## src/rtl/slice_cfg_loader.sv

```systemverilog
// Configuration sequencer for one fractured-LUT slice: takes bitstream words over a
// valid/ready stream and shifts exactly CHAIN_LEN bits, LSB first, onto the slice config chain.
module slice_cfg_loader #(
   parameter int CFG_WORD_W = 8,
   parameter int CHAIN_LEN  = 139,
   parameter int CNT_W      = $clog2(CHAIN_LEN + 1)
) (
   input  logic                  cclk,
   input  logic                  rst,
   input  logic                  start,
   input  logic                  abort,
   input  logic [CFG_WORD_W-1:0] word_data,
   input  logic                  word_valid,
   output logic                  word_ready,
   output logic                  cfg_bit,
   output logic                  cfg_en,
   output logic                  busy,
   output logic                  done,
   output logic                  configured,
   output logic [CNT_W-1:0]      bit_count
);

   localparam int SUB_W = (CFG_WORD_W > 1) ? $clog2(CFG_WORD_W) : 1;

   typedef enum logic [1:0] {
      IDLE  = 2'd0,
      LOAD  = 2'd1,
      SHIFT = 2'd2,
      DONE  = 2'd3
   } state_t;

   state_t                state_q, state_d;
   logic [CFG_WORD_W-1:0] shreg_q, shreg_d;
   logic [SUB_W-1:0]      sub_q, sub_d;
   logic [CNT_W-1:0]      bit_count_q, bit_count_d;
   logic                  configured_q, configured_d;

   logic last_bit;
   logic last_in_word;

   assign last_bit     = (bit_count_q == CNT_W'(CHAIN_LEN - 1));
   assign last_in_word = (sub_q == SUB_W'(CFG_WORD_W - 1));

   // Abort wins over both the word handshake and the final-bit exit.
   always_comb begin
      state_d      = state_q;
      shreg_d      = shreg_q;
      sub_d        = sub_q;
      bit_count_d  = bit_count_q;
      configured_d = configured_q;
      case (state_q)
         IDLE: begin
            if (start) begin
               state_d      = LOAD;
               bit_count_d  = '0;
               configured_d = 1'b0;
            end
         end
         LOAD: begin
            if (abort) begin
               state_d      = IDLE;
               bit_count_d  = '0;
               configured_d = 1'b0;
            end else if (word_valid) begin
               shreg_d = word_data;
               sub_d   = '0;
               state_d = SHIFT;
            end
         end
         SHIFT: begin
            if (abort) begin
               state_d      = IDLE;
               bit_count_d  = '0;
               configured_d = 1'b0;
            end else begin
               shreg_d = shreg_q >> 1;
               sub_d   = sub_q + SUB_W'(1);
               if (bit_count_q < CNT_W'(CHAIN_LEN)) begin
                  bit_count_d = bit_count_q + CNT_W'(1);
               end
               if (last_bit) begin
                  state_d = DONE;
               end else if (last_in_word) begin
                  state_d = LOAD;
               end
            end
         end
         DONE: begin
            configured_d = 1'b1;
            state_d      = IDLE;
         end
         default: begin
            state_d = IDLE;
         end
      endcase
   end

   always_ff @(posedge cclk or posedge rst) begin
      if (rst) begin
         state_q      <= IDLE;
         shreg_q      <= '0;
         sub_q        <= '0;
         bit_count_q  <= '0;
         configured_q <= 1'b0;
      end else begin
         state_q      <= state_d;
         shreg_q      <= shreg_d;
         sub_q        <= sub_d;
         bit_count_q  <= bit_count_d;
         configured_q <= configured_d;
      end
   end

   // Outputs decode only the state register, so the chain never sees an input-driven glitch.
   assign word_ready = (state_q == LOAD);
   assign cfg_en     = (state_q == SHIFT);
   assign cfg_bit    = (state_q == SHIFT) & shreg_q[0];
   assign busy       = (state_q == LOAD) | (state_q == SHIFT);
   assign done       = (state_q == DONE);
   assign configured = configured_q;
   assign bit_count  = bit_count_q;

endmodule

```

## config.mk

```make
export PLATFORM = sky130hd
export DESIGN_NAME = slice_cfg_loader
export DESIGN_NICKNAME = d
export VERILOG_FILES = /design/src/rtl/slice_cfg_loader.sv
export SDC_FILE = /design/constraint.sdc
export NUM_CORES = 1
export LEC_CHECK = 0
export BUFFER_PORTS_ARGS = -buffer_cell sky130_fd_sc_hd__buf_4
export CELL_PAD_IN_SITES_DETAIL_PLACEMENT = 2
export CELL_PAD_IN_SITES_GLOBAL_PLACEMENT = 2
export CORE_AREA = 3 3 70 72
export CTS_BUF_LIST = sky130_fd_sc_hd__clkbuf_16
export DETAILED_ROUTE_END_ITERATION = 10
export DIE_AREA = 0 0 73 75
export PLACE_DENSITY_LB_ADDON = 0.1
export RECOVER_POWER = 50
export SLEW_MARGIN = 0
export SYNTH_ARGS = -nofsm -noshare
export SYNTH_HDL_FRONTEND = slang
export SYNTH_SLANG_ARGS = --single-unit
```

## constraint.sdc

```tcl
create_clock -name cclk -period 1.8 [get_ports cclk]
set_clock_uncertainty 0.1 [all_clocks]
set_input_delay 0.36 -clock cclk [delete_from_list [all_inputs] [get_ports cclk]]
set_output_delay 0.36 -clock cclk [all_outputs]
set_load 0.005 [all_outputs]
```

[Word-level counts from Yosys, hierarchy flattened]
Index checks and enable logic that the tools add are counted.
Cells by class
  $add $sub $neg: 2
  multiply operators: 0
  divide/modulo/power cells: 0
  magnitude comparators: 1
  equality and inequality tests: 14
  shift-type cells: 0
  mux-type cells: 23
  bitwise gates (word level): 2
  reductions and logical operators: 8
Operators with widths (count)
  $mux 8: 7
  $pmux 8 s3: 1
  $pmux 8 s2: 1
  $mux 2: 6
  $ne 2x2->1 const B: 5
  $mux 3: 3
  $add 8x1->8 const B: 1
  $eq 8x8->1 const B: 1
  $lt 8x8->1 const B: 1
  $pmux 2 s4: 1
  $reduce_and 4->1: 2
  $pmux 3 s2: 1
  $eq 2x2->1 const B: 2
  $ne 4x2->1 const B: 1
  $add 3x1->3 const B: 1
  $eq 3x3->1 const B: 1
  $ne 3x2->1 const B: 1
  $ne 3x3->1 const B: 1
  $pmux 1 s3: 1
  $reduce_and 3->1: 1
  $reduce_bool 3->1: 1
  $eq 2x1->1 const B: 1
  $logic_not 2->1: 1
  $mux 1: 2
  other kinds (6): 6
Word-level totals
  register bits: 22
  bits in latches: 0
  memory bits (writable): 0
  bits in read-only memories: 0
  input bits: 13
  output and inout bits: 14
  word-level logic and storage cells: 55
  memories kept: 0

[Longest topological paths before layout]
Gate-level depths: netlist (run 1).
  depth after elaboration: 5
  gate-level depth with buffers: 7
  gate-level depth less buffers: 6

[Worst setup path before layout (run 1)]
OpenSTA, ideal clock, no wires.
  kind: register -> register
  start point: register bit_count_q[0] (netlist: bit_count[0])
  end point: register bit_count_q[3] (netlist: bit_count[3])
  setup time: 95 ps
  arrival: 1579 ps
  required time: 1605 ps
  setup slack: 25 ps
  stages on the path, launching flop included: 7
  path buffers: 1
  clock period less this slack: 1775 ps
  cell sequence: dfrtp_1 > ha_1 > o21ai_1 > a21oi_1 > or3_1 > clkbuf_1 > o31ai_1
Between the ends
  word-level cells in the longest chain between the ends: 4
  elaborated cells between the ends (all ways): 7
  those cells by class: add/sub: 1; order compare: 1; eq/ne: 1; mux: 3; reduce/logical: 1
Ends and longest elaborated chain
  from (decl): line 35  | logic [CNT_W-1:0] bit_count_q, bit_count_d;
  from (signal assigned): line 109  | bit_count_q <= bit_count_d;
  $add 8x1->8: line 79  | bit_count_d = bit_count_q + CNT_W'(1);
  $mux 8: line 78  | if (bit_count_q < CNT_W'(CHAIN_LEN)) begin
  $mux 8: line 71  | if (abort) begin
  $pmux 8 s3: line 51  | case (state_q)
Several ways; a longest one is shown, not always the timed one. The select of a mux whose other input is x is not followed.
A chain may end at the register's enable or synchronous reset.

[Worst setup path after layout (run 1)]
  start point: register state_q[1]
  end point: register bit_count_q[5] (netlist: bit_count[5])
Between the ends
  word-level cells in the longest chain between the ends: 3
  elaborated cells between the ends (all ways): 9
  those cells by class: eq/ne: 5; mux: 1; reduce/logical: 3
Ends and longest elaborated chain
  from (decl): line 32  | state_t state_q, state_d;
  from (signal assigned): line 106  | state_q <= state_d;
  $eq 2x2->1, or another cell as far along: line 51
  $ne 3x2->1 (no source line), or another cell as far along
  $reduce_and 4->1 (no source line)
Several ways; a longest one is shown, not always the timed one.

==> results.json, run 1 <==
{
  "switchingPower_mw": 0.859,
  "yosysTopAreaCell": "dfrtp_1",
  "crit_required_ns": 1.87,
  "vias_per_cell": 5.20,
  "synthesis.area_sq_um": 1260,
  "finalPower_mw": 2.48,
  "fin_crit_ns": 1.81,
  "cts_sinks": 22,
  "cp-start-kind": "register",
  "ir_drop_mv": 0.352,
  "violations": "negative setup slack",
  "r2r_setup_slack_ns": -0.008,
  "clkTransAtPathRegs_ns": 0.06,
  "dpl.hpwl_um": 2830,
  "status": "complete, but fails checks",
  "syn_nets": 150,
  "wl_per_cell_um": 17.5,
  "postCtsHoldBufs": 0,
  "die_y_um": 75,
  "critical_path_arrival_ns": 1.88,
  "clk_latency_ns": 0.25,
  "setup_viol_count_final": 1,
  "fmax_mhz": 553,
  "antenna_cells": 0,
  "synth_area_leaders": "dfrtp_1 (44%), ha_1 (10%), mux2i_1 (6.4%), o31ai_1 (6.0%), nor2_1 (4.5%)",
  "cts_tree": "yes",
  "route.detailed.drc": 0,
  "internal_power_mw": 1.62,
  "pwr-share-clk_pct": 25.4,
  "netlist_instances": 127,
  "seqPwrFrac_pct": 28.6,
  "wl_um": 4020,
  "tightest_slew_ns": 1.29,
  "synth.yosys.seq_area_share_pct": 43.8,
  "coreArea_sq_um": 4350,
  "yosysUniqueCellTypes": 30,
  "place_congestion": 0.710,
  "htreeDepth": 1,
  "first_pass_iters": 4,
  "async_flop_share_pct": 100,
  "antenna_found_initial": 0,
  "grt_pass1_vias": 1326,
  "vias": 1196,
  "cts_made_buffers": 3,
  "rows": 24,
  "grt_usage_pct": 15.6,
  "synth-seq-cells": 22,
  "cp_max_fo": 6,
  "p_leak_nw": 0.900,
  "die_x_um": 73,
  "grt_max_degree": 23,
  "synth_warnings": 0,
  "final_max_slew_viol_count": 0,
  "die-area_sq_um": 5480,
  "overflow": 0,
  "layout-drive-gt1-share_pct": 45.5,
  "hold_viol_final": 0,
  "fin_ws_ns": -0.00814,
  "fin_crit_sh_pct": 100,
  "syn_to_final_growth_pct": 57.4,
  "rsz0062_at_grt": "true",
  "criticalPathCategory": "reg -> reg",
  "p_per_area_nw_per_um2": 1250,
  "synth_top_area_share_pct": 43.8,
  "comb_power_share_pct": 46.1,
  "start_util_pct": 28.9,
  "avgSynthCellArea_sq_um": 9.89,
  "drt_iter0_drc": 46,
  "clockBufferDepth": 2,
  "cap_violations": 0,
  "netSwitchingFraction_pct": 34.7,
  "hold_class": "in -> reg",
  "tns_ns": -0.00814,
  "grt_pass1_wl_um": 6600,
  "ant_nets": 0,
  "ys.flop_type": "dfrtp_1",
  "synth_edf_count": 0,
  "root_buffer": "clkbuf_16",
  "maxSlewHeadroom_pct": 14.3,
  "final_nets": 202,
  "ios": 27,
  "end_kind": "register",
  "portBuffers": 26
}
==> stage by stage <==
| step | setup slack (ns) | util (%) | area [sq um] | hold WS, ns | std cells |
|---|---|---|---|---|---|
| 2_1_floorplan | 0.0253 | - | 1260 | 0.249 | 127 |
| 3_3_place_gp | 0.00264 | 38.0 | 1660 | 0.329 | 221 |
| 3_5_place_dp | -0.173 | 38.0 | 1660 | 0.357 | 221 |
| 4_1_cts | 0.00791 | 42.8 | 1860 | 0.0833 | 230 |
| 5_1_grt | -0.0731 | 45.4 | 1980 | 0.258 | 230 |
| 6_report | -0.00814 | 45.4 | 1980 | 0.252 | 230 |
==> routing by layer <==
layer  track usage [%]  vias up  routed length, um  part of all wire, %
li1                  -      560                  -                    -
met5                 0        -                  0                    0
met2              29.1       20               2100                   52
met1              18.9      610               1760                   44
met3              2.00        6                113                  2.8
met4              3.69        0                 44                  1.1
==> registers in the layout, summed over array words and instances (netlist names) <==
signal / flops
configured: 1
shreg_q: 8
state_q: 2
bit_count: 8
sub_q: 3
==> layout make-up <==
| cell class | count | area [sq um] |
|---|---|---|
| well taps | 52 | 65.1 |
| clock inverters | 1 | 30.0 |
| clock buffers | 3 | 75.1 |
| flip-flops and latches | 22 | 551 |
| repair buffers | 52 | 398 |
| inverters | 6 | 22.5 |
| multi-input cells | 94 | 836 |
| fillers | 455 | 2380 |
==> kinds of logic (layout without fill, tap and decap cells) <==
logic type,after synthesis,in the layout,synth area share [%]
compound gates,34,34,17.9
fa+ha+maj,10,10,9.96
buf+inv,11,62,3.29
flops,22,22,43.8
mux,10,10,8.17
simple gates,40,40,16.8
==> final timing paths <==
kind / from / endpoint / cells after the start
max in group asynchronous: rst / bit_count[5] / 3
setup / recovery: state_q[1] / bit_count[5] / 6
hold reg to reg: configured / configured / 1
hold / removal: word_data[7] / shreg_q[7] / 3
min in group asynchronous: rst / configured / 3
setup reg to reg: state_q[1] / bit_count[5] / 6
==> power groups by stage <==
stage / sequential, mW / clock (mW) / combinational (mW)
final: 0.708 / 0.628 / 1.14
after detailed placement: 0.722 / 0 / 0.892
after floorplan: 0.700 / 0 / 0.502
after global placement: 0.709 / 0 / 0.839
after global routing: 0.728 / 0.664 / 1.27
after CTS: 0.706 / 0.648 / 1.02
==> timing repair <==
action,4_1_cts,5_1_grt
pin swaps,6,5
setup endpoints to repair,11,14
buffers inserted,5,1
cloned,0,0
endpoints found under the hold margin,0,0
gates resized for setup,15,21
==> critical path, cell delays in order (launching register included) <==
cell and delay [ns]:
dfrtp_1 0.39, inv_2 0.08, ha_2 0.20, nand2b_1 0.10
nand3b_1 0.14, or3_4 0.46, o31ai_4 0.25
==> synth_stat cells (3+ instances only) <==
cell	count
dfrtp_1	22
nor2_1	15
ha_1	10
o31ai_1	10
a21oi_1	9
mux2i_1	8
inv_1	6
clkbuf_1	4
nand2b_1	4
nand3_1	4
o21ai_1	4
nand2_1	3
nor2b_1	3
==> placed cells by master, fill, tap and decap left out, drive strengths merged <==
cell type	synthesis	final
nand3	4	4
nand2b	4	4
nor2	15	15
o22a	1	1
a211oi	1	1
a31oi	2	2
o21a	1	1
ha	10	10
bufinv	0	1
nand3b	2	2
nor3	3	3
buf	1	46
and4	1	1
inv	6	6
and3	2	2
mux2i	8	8
o21ai	6	6
and2	1	1
a21oi	9	9
o41ai	1	1
or3	2	2
a22oi	1	1
a22o	2	2
o31ai	10	10
mux2	2	2
clkbuf	4	9
dfrtp	22	22
nor2b	3	3
nand2	3	3
Note: power is estimated with default switching activity, not from simulation.
==> run 2, diff against run 1 <==
--- a/config.mk
+++ b/config.mk
@@ -5,7 +5,7 @@
 export SDC_FILE = /design/constraint.sdc
 export NUM_CORES = 1
 export LEC_CHECK = 0
-export BUFFER_PORTS_ARGS = -buffer_cell sky130_fd_sc_hd__buf_4
+export BUFFER_PORTS_ARGS = -buffer_cell sky130_fd_sc_hd__buf_2
 export CELL_PAD_IN_SITES_DETAIL_PLACEMENT = 2
 export CELL_PAD_IN_SITES_GLOBAL_PLACEMENT = 2
 export CORE_AREA = 3 3 70 72
==> constraint.sdc (replaced) <==
create_clock -name cclk -period 1.8 [get_ports cclk]
set_clock_uncertainty 0.1 [all_clocks]
set_input_delay 0.18 -clock cclk [delete_from_list [all_inputs] [get_ports cclk]]
set_output_delay 0.18 -clock cclk [all_outputs]
set_load 0.005 [all_outputs]
==> results.json, run 2 (synthesis gave the netlist of run 1 again) <==
{
  "status": "complete, but fails checks",
  "violations": "negative setup slack",
  "syn_to_final_growth_pct": 51.2,
  "seqPwrFrac_pct": 29.0,
  "cp-start-kind": "register",
  "antenna_cells": 0,
  "tns_ns": -0.0144,
  "hold_class": "in -> reg",
  "antenna_found_initial": 0,
  "coreArea_sq_um": 4350,
  "regArea_sq_um": 552,
  "first_pass_iters": 4,
  "cts_tree": "yes",
  "die-area_sq_um": 5480,
  "crit_required_ns": 1.86,
  "criticalPathCategory": "reg -> reg",
  "drt_iter0_drc": 29,
  "cts_sinks": 22,
  "root_buffer": "clkbuf_16",
  "clkTransAtPathRegs_ns": 0.06,
  "layout-drive-gt1-share_pct": 43.3,
  "tightest_slew_ns": 0.609,
  "htreeDepth": 1,
  "start_util_pct": 28.9,
  "cap_violations": 0,
  "n_fill_cell": 478,
  "dp_slack_ns": -0.175,
  "fin_crit_ns": 1.81,
  "switchingPower_mw": 0.861,
  "hold_viol_final": 0,
  "portBuffers": 26,
  "grt_pass1_vias": 1337,
  "grt_usage_pct": 16.1,
  "fmax_mhz": 551,
  "die_x_um": 73,
  "grt_pass1_wl_um": 6840,
  "p_leak_nw": 0.883,
  "wl_um": 4240,
  "overflow": 0,
  "clk_latency_ns": 0.25,
  "final_cell_mix": "buf_2 (25), dfrtp_1 (21), buf_4 (18)",
  "rows": 24,
  "fin_ws_ns": -0.0136,
  "final_nets": 204,
  "ir_drop_mv": 0.499,
  "die_y_um": 75,
  "cp_max_fo": 6,
  "pwr-share-clk_pct": 25.7,
  "setup_viol_count_final": 2,
  "internal_power_mw": 1.60,
  "final_common_cell": "buf_2",
  "cts_made_buffers": 3,
  "place_congestion": 0.688,
  "hold-worst-slack_ns": 0.0695,
  "rsz0062_at_grt": "true",
  "netSwitchingFraction_pct": 35.0,
  "wl_per_cell_um": 18.3,
  "vias_per_cell": 5.13,
  "vias": 1190,
  "maxSlewHeadroom_pct": 59.4,
  "comb_power_share_pct": 45.4,
  "clockBufferDepth": 2,
  "grt_use_met3_pct": 2.40,
  "busiest_layer": "met2",
  "grtUsageMet2_pct": 28.3,
  "fin_crit_sh_pct": 101,
  "place_inst": 221,
  "use_met1_pct": 20.3,
  "route.detailed.drc": 0,
  "final_cells": 232,
  "final_max_slew_viol_count": 0,
  "ant_nets": 0,
  "p_per_area_nw_per_um2": 1300,
  "multiInputGateArea_sq_um": 797,
  "ios": 27,
  "dpl.hpwl_um": 2880,
  "end_kind": "register",
  "grt_max_degree": 23,
  "critical_path_arrival_ns": 1.88
}
[run 2: power groups by stage]
stage | Clock [mW] | Sequential (mW) | Combinational (mW)
finish | 0.633 | 0.713 | 1.12
floorplan | 0 | 0.700 | 0.502
CTS | 0.642 | 0.708 | 0.994
global placement | 0 | 0.708 | 0.830
detailed placement | 0 | 0.719 | 0.894
global route | 0.666 | 0.731 | 1.24
[run 2: critical path, cell delays in order, from the launching register on]
cell      delay [ns]
dfrtp_2         0.45
buf_6           0.13
ha_4            0.14
nand3b_1        0.22
or3_4           0.48
o31ai_2         0.20
[run 2: layout make-up]
type | count | area share, %
Tap cell | 52 | 3.43
Sequential cell | 22 | 29.1
Clock inverter | 1 | 1.58
Inverter | 6 | 1.19
Multi-Input combinational cell | 94 | 42.0
Clock buffer | 3 | 3.95
Timing Repair Buffer | 54 | 18.8
[run 2: path summary, 6_finish.rpt]
path | from | endpoint | slack [ns] | cells past startpoint
worst max-delay path | state_q[1] | bit_count[4] | -0.01 | 5
worst min-delay path | word_data[7] | shreg_q[7] | 0.07 | 3
worst max register to register | state_q[1] | bit_count[4] | -0.01 | 5
worst min register to register | shreg_q[7] | shreg_q[7] | 0.38 | 2
max in group asynchronous | rst | state_q[1] | 0.65 | 4
min in group asynchronous | rst | configured | 0.52 | 4
[run 2: timing repair]
| item | in CTS | in global routing |
|---|---|---|
| setup buffers | 3 | 2 |
| cloned | 0 | 1 |
| pin swaps | 6 | 3 |
| hold buffers | 1 | 0 |
| endpoints found under the setup margin | 12 | 15 |
| hold endpoints to repair | 22 | 0 |
| resized for setup | 16 | 17 |
[run 2: metrics by stage]
step | util (%) | area [sq um] | total power [mW]
2_1_floorplan | - | 1260 | 1.20
3_3_place_gp | 36.5 | 1590 | 1.54
3_5_place_dp | 36.5 | 1590 | 1.61
4_1_cts | 41.5 | 1810 | 2.34
5_1_grt | 43.6 | 1900 | 2.64
6_report | 43.6 | 1900 | 2.46
[run 2: layer usage]
metal  wire length, um  share of wire (%)  up-vias
met4                65                1.5        0
li1                  -                  -      560
met1              1820                 43      600
met3               128                3.0        7
met5                 0                  0        -
met2              2220                 52       23
